### src/rtl/tx_tick_pkg.sv
// Shared defaults and constants for the tx tick generator.
package tx_tick_pkg;

  localparam int unsigned DIV_W_DEF   = 16;
  localparam int unsigned CNT_W_DEF   = 32;
  localparam int unsigned DIV_RST_DEF = 4;

  // Smallest legal divide ratio; a requested ratio of 0 is clamped to this.
  localparam int unsigned DIV_MIN = 1;

endpackage

### src/rtl/tx_tick_cnt.sv
// Loadable wrap counter with registered lookahead decode of the low half,
// terminal and half-point so the strobes line up with the count they describe.
module tx_tick_cnt
  import tx_tick_pkg::*;
#(
  parameter int unsigned DIV_W   = DIV_W_DEF,
  parameter int unsigned DIV_RST = DIV_RST_DEF
) (
  input  logic             clk,
  input  logic             rst_n,
  input  logic             restart,
  input  logic             act,
  input  logic [DIV_W-1:0] div,
  output logic             clk_div,
  output logic             tick,
  output logic             tick_mid
);

  logic [DIV_W-1:0] cnt_q, cnt_d;
  logic [DIV_W-1:0] div_q, div_d;
  logic [DIV_W-1:0] div_clamp;
  logic [DIV_W:0]   half_d;
  logic             load;

  always_comb begin
    div_clamp = (div == '0) ? DIV_W'(DIV_MIN) : div;
    // The ratio only changes when the count returns to zero, so no runt periods.
    load      = restart | (cnt_q == div_q - DIV_W'(1));
    cnt_d     = load ? '0 : cnt_q + DIV_W'(1);
    div_d     = load ? div_clamp : div_q;
    half_d    = ({1'b0, div_d} + (DIV_W + 1)'(1)) >> 1;
  end

  always_ff @(posedge clk or negedge rst_n) begin
    if (!rst_n) begin
      cnt_q    <= '0;
      div_q    <= DIV_W'(DIV_RST);
      clk_div  <= 1'b0;
      tick     <= 1'b0;
      tick_mid <= 1'b0;
    end else begin
      cnt_q    <= cnt_d;
      div_q    <= div_d;
      clk_div  <= act & ({1'b0, cnt_d} < half_d);
      tick     <= act & (cnt_d == div_d - DIV_W'(1));
      tick_mid <= act & (div_d > DIV_W'(1)) & ({1'b0, cnt_d} == half_d);
    end
  end

endmodule

### src/rtl/tx_tick_gen.sv
// Programmable tx tick generator: divided clock-enable, period/mid strobes and
// tick counter. Optional burst mode is built in with TX_TICK_GEN_BURST_EN.
module tx_tick_gen
  import tx_tick_pkg::*;
#(
  parameter int unsigned DIV_W   = DIV_W_DEF,
  parameter int unsigned CNT_W   = CNT_W_DEF,
  parameter int unsigned DIV_RST = DIV_RST_DEF
) (
  input  logic             clk,
  input  logic             rst_n,
  input  logic             en,
  input  logic             start,
  input  logic [DIV_W-1:0] div,
  output logic             clk_div,
  output logic             tick,
  output logic             tick_mid,
  output logic [CNT_W-1:0] tick_cnt,
  output logic             busy
`ifdef TX_TICK_GEN_BURST_EN
  ,
  input  logic [CNT_W-1:0] burst_len,
  output logic             burst_done
`endif
);

  logic busy_d;
  logic done_d;
  logic restart;

`ifdef TX_TICK_GEN_BURST_EN
  logic             en_q;
  logic [CNT_W-1:0] burst_len_q, burst_len_d;
  logic [CNT_W-1:0] burst_cnt_q, burst_cnt_d;

  always_comb begin
    burst_len_d = burst_len_q;
    burst_cnt_d = burst_cnt_q;
    done_d      = burst_done;
    if (start | (en & ~en_q)) burst_len_d = burst_len;
    if (start | ~en | ~en_q) begin
      burst_cnt_d = '0;
    end else if (tick) begin
      burst_cnt_d = burst_cnt_q + CNT_W'(1);
    end
    if (start | ~en) begin
      done_d = 1'b0;
    end else if (tick && (burst_len_q != '0) &&
                 ((burst_cnt_q + CNT_W'(1)) == burst_len_q)) begin
      done_d = 1'b1;
    end
  end

  always_ff @(posedge clk or negedge rst_n) begin
    if (!rst_n) begin
      en_q        <= 1'b0;
      burst_len_q <= '0;
      burst_cnt_q <= '0;
      burst_done  <= 1'b0;
    end else begin
      en_q        <= en;
      burst_len_q <= burst_len_d;
      burst_cnt_q <= burst_cnt_d;
      burst_done  <= done_d;
    end
  end
`else
  assign done_d = 1'b0;
`endif

  // A fresh period starts on start, on the first active cycle, and while idle.
  assign busy_d  = en & ~done_d;
  assign restart = start | ~busy_d | ~busy;

  tx_tick_cnt #(
    .DIV_W  (DIV_W),
    .DIV_RST(DIV_RST)
  ) u_period (
    .clk     (clk),
    .rst_n   (rst_n),
    .restart (restart),
    .act     (busy_d),
    .div     (div),
    .clk_div (clk_div),
    .tick    (tick),
    .tick_mid(tick_mid)
  );

  always_ff @(posedge clk or negedge rst_n) begin
    if (!rst_n) begin
      tick_cnt <= '0;
      busy     <= 1'b0;
    end else begin
      busy <= busy_d;
      if (start) begin
        tick_cnt <= '0;
      end else if (tick) begin
        tick_cnt <= tick_cnt + CNT_W'(1);
      end
    end
  end

endmodule

### config.mk
export PLATFORM = sky130hd
export DESIGN_NAME = tx_tick_gen
export DESIGN_NICKNAME = d
export VERILOG_FILES = /design/src/rtl/tx_tick_pkg.sv /design/src/rtl/tx_tick_cnt.sv /design/src/rtl/tx_tick_gen.sv
export SDC_FILE = /design/constraint.sdc
export NUM_CORES = 1
export LEC_CHECK = 0
export BUFFER_PORTS_ARGS = -buffer_cell sky130_fd_sc_hd__buf_2
export CAP_MARGIN = 5
export CORE_ASPECT_RATIO = 0.9
export CORE_MARGIN = 4
export CORE_UTILIZATION = 62
export DETAILED_ROUTE_END_ITERATION = 8
export PLACE_DENSITY = 0.85
export SYNTH_ARGS = -nofsm -noshare
export SYNTH_HDL_FRONTEND = slang
export SYNTH_SLANG_ARGS = --single-unit
export TNS_END_PERCENT = 10
### constraint.sdc
create_clock -name clk -period 14.8 [get_ports clk]
set_input_delay 2.96 -clock clk [delete_from_list [all_inputs] [get_ports clk]]
set_output_delay 2.96 -clock clk [all_outputs]
set_load 0.02 [all_outputs]
==> impl_metrics.json <==
{
  "slew_headroom_pct": 41.4,
  "synth.distinct_cells": 58,
  "cp.required_ns": 15.04,
  "yosysWarningCount": 0,
  "crit_start": "start",
  "setup_viol": 0,
  "grt_pass1_wl_microns": 21800,
  "cts_buffer_depth": 2,
  "ys.flop_type": "dfrtp_1",
  "avgSynthCellArea_sq_um": 8.83,
  "slew_viol_final": 0,
  "drc_errors": 0,
  "reg2reg_to": "u_period.clk_div",
  "worst_skew_pair.late_latency_ns": 0.34,
  "seq_area_frac_synth_pct": 32.6,
  "hp-class": "register to register",
  "multi_input_area_sq_mm": 0.00332,
  "rows": 31,
  "num_vias": 4558,
  "p_switching_mw": 0.118,
  "setup_tns_ns": 0,
  "antenna_left": 0,
  "numCtsBuffers": 9,
  "numPortBuffers": 55,
  "sw_frac_of_total_pct": 27.8,
  "power_frac_comb_pct": 14.6,
  "gp_congestion": 0.997,
  "core_area_sq_mm": 0.00815,
  "fmax_mhz": 142,
  "cts_hold_buffers": 0,
  "synth_commonest_cells": "dfrtp_1, nor2_1, xnor2_1",
  "r2r-start": "u_period.div_q[0]",
  "power_mw": 0.427,
  "drtPass1Iterations": 5,
  "leakagePower_nw": 2.44,
  "final.fill_count": 643,
  "synth_top_area_share_pct": 32.1,
  "power_density_mw_per_mm2": 74.6,
  "die_area_sq_mm": 0.00997,
  "p_int_mw": 0.308,
  "rsz0062_at_grt": "no",
  "syn2layout_area_growth_pct": 9.33,
  "ioPinCount": 56,
  "cp-start-kind": "primary input",
  "outcome": "completed",
  "crit_type": "primary input to register",
  "reg2reg_slack_ns": 8.59,
  "synth.area.top_cells": "dfrtp_1, xnor2_1, xor2_1",
  "synth_edf_count": 0,
  "skew_ns": 0.00964,
  "async_reset_ff_share_pct": 100,
  "whs_ns": 0.559,
  "nets": 671,
  "yosys.cell_count.top_type": "dfrtp_1",
  "cp_max_fo": 74,
  "yosysTopAreaCell": "dfrtp_1",
  "clockRootBuffer": "clkbuf_8",
  "viasPerCell": 6.23,
  "finalWirelength_microns": 13200,
  "grt_max_degree": 75,
  "diodes": 0,
  "reg2reg_depth": 24,
  "place_hpwl_microns": 9730,
  "cp.arrival_ns": 7.29,
  "ir_worst_vdd_uv": 62.0,
  "crit_end": "u_period.clk_div",
  "antenna_found_initial": 0,
  "synth_cells": 592,
  "die_w_microns": 105,
  "syn-cell-area_sq_mm": 0.00523,
  "cts_num_sinks": 68,
  "die_y_microns": 95.1,
  "post_cts.repair.setup_buffers": 0,
  "grt_use_total_pct": 27.4,
  "seq_power_share_pct": 46.7,
  "endpoint_kind": "register",
  "htreeDepth": 3,
  "ff_latch_area_sq_mm": 0.00170,
  "gr-total-overflow": 0,
  "wl_per_cell_microns": 18.0,
  "drt_iter0_drc": 324,
  "drive_gt1_share_pct": 15.0,
  "clockPowerShare_pct": 38.7,
  "cts_tree": "built",
  "syn-num-nets": 634,
  "grt_pass1_vias": 4460,
  "path_clk_slew_ns": 0.08,
  "fin_crit_sh_pct": 47.6,
  "worst_slew_pin_slew_ns": 0.880,
  "drv_cap": 0,
  "initial_core_util_pct": 64.2,
  "finalCriticalPeriod_ns": 7.05,
  "post_cts_resized": 0,
  "ys_seq_elements": 68,
  "hold_viol": 0
}
[state kept, by name, summed over array words and instances, names as in the netlist]
| name | count |
|---|---|
| tick_cnt | 32 |
| busy | 1 |
| u_period.clk_div | 1 |
| u_period.tick | 1 |
| u_period.tick_mid | 1 |
| u_period.cnt_q | 16 |
| u_period.div_q | 16 |
[per-layer routing]
layer | GRT usage, % | vias to the layer above | share of wire, %
met4 | 8.63 | 0 | 1.9
li1 | - | 2161 | -
met1 | 36.0 | 2187 | 44
met3 | 6.09 | 23 | 7.3
met2 | 45.4 | 187 | 46
met5 | 0 | - | 0
[critical path, stage by stage]
cell and delay (ns):
buf_2 0.29, nand3b_1 0.29, a21oi_4 0.12, buf_4 0.66, mux2i_1 0.36, inv_1 0.11, ha_1 0.23, xor2_1 0.17
ha_1 0.30, nor2b_1 0.13, o21a_1 0.16, o21a_1 0.17, o21a_1 0.16, o21a_1 0.16, o21a_1 0.16, o21a_1 0.17
o21ai_0 0.23, a21oi_1 0.11, nor4b_1 0.29
[kinds of logic (layout without fill, tap and decap cells)]
kind of cell             after synthesis  after routing  synth area share, %
AO/OA/AOI/OAI                         64             64                 8.57
XOR/XNOR                              92             92                 15.7
adder cells (fa/ha/maj)               22             22                 5.26
buffers and inverters                 50             91                 4.02
flip-flops                            68             68                 32.6
multiplexers                          37             37                 7.47
AND/OR/NAND/NOR                      259            259                 26.4
[stage by stage]
stage | cell area [sq um] | utilization, % | instances | setup slack [ns]
after detailed placement | 5510 | 67.7 | 717 | 7.45
final | 5720 | 70.2 | 732 | 7.75
after floorplan | 5230 | - | 592 | 7.66
after global placement | 5510 | 67.7 | 717 | 7.61
after global routing | 5720 | 70.2 | 732 | 7.49
after CTS | 5720 | 70.2 | 732 | 7.83
[layout make-up]
class,count,share of cell area (%)
clock buffers,10,2.23
clock inverters,5,1.36
inverters,19,1.25
multi-input cells,474,58.1
flip-flops and latches,68,29.8
well taps,99,2.17
repair buffers,57,5.08
[power by group through the flow]
stage	sequential (mW)	clock, mW	combinational, mW
floorplan	0.196	0	0.0480
global placement	0.202	0	0.0594
detailed placement	0.202	0	0.0612
CTS	0.199	0.170	0.0618
global route	0.200	0.178	0.0687
finish	0.199	0.165	0.0625
[how the worst min path moves through the flow]
stage	to	start	slack (ns)	cells past startpoint
after floorplan	u_period.cnt_q[0]	u_period.cnt_q[0]	0.49	1
after global placement	tick_cnt[31]	tick_cnt[31]	0.53	2
after detailed placement	tick_cnt[31]	tick_cnt[31]	0.55	2
after CTS	u_period.cnt_q[0]	u_period.cnt_q[0]	0.56	1
after global routing	u_period.cnt_q[0]	u_period.cnt_q[0]	0.59	1
final	tick_cnt[31]	tick_cnt[31]	0.56	2
[placed cells by master, fill, tap and decap left out, drive strengths merged, types with 7 or more instances in the layout]
cell type and n:
inv 19, ha 22, nor3 25, and3 12
dfrtp 67, nor3b 7, nor4 13, o21ai 9
buf 57, nor2b 14, nand4 15, clkbuf 10
mux2i 24, xnor2 49, nand3 32, and2 11
mux2 13, xor2 42, a21oi 18, nor2 65
nand2 34, o21a 7
No activity file was read; power rests on OpenSTA's default activity.
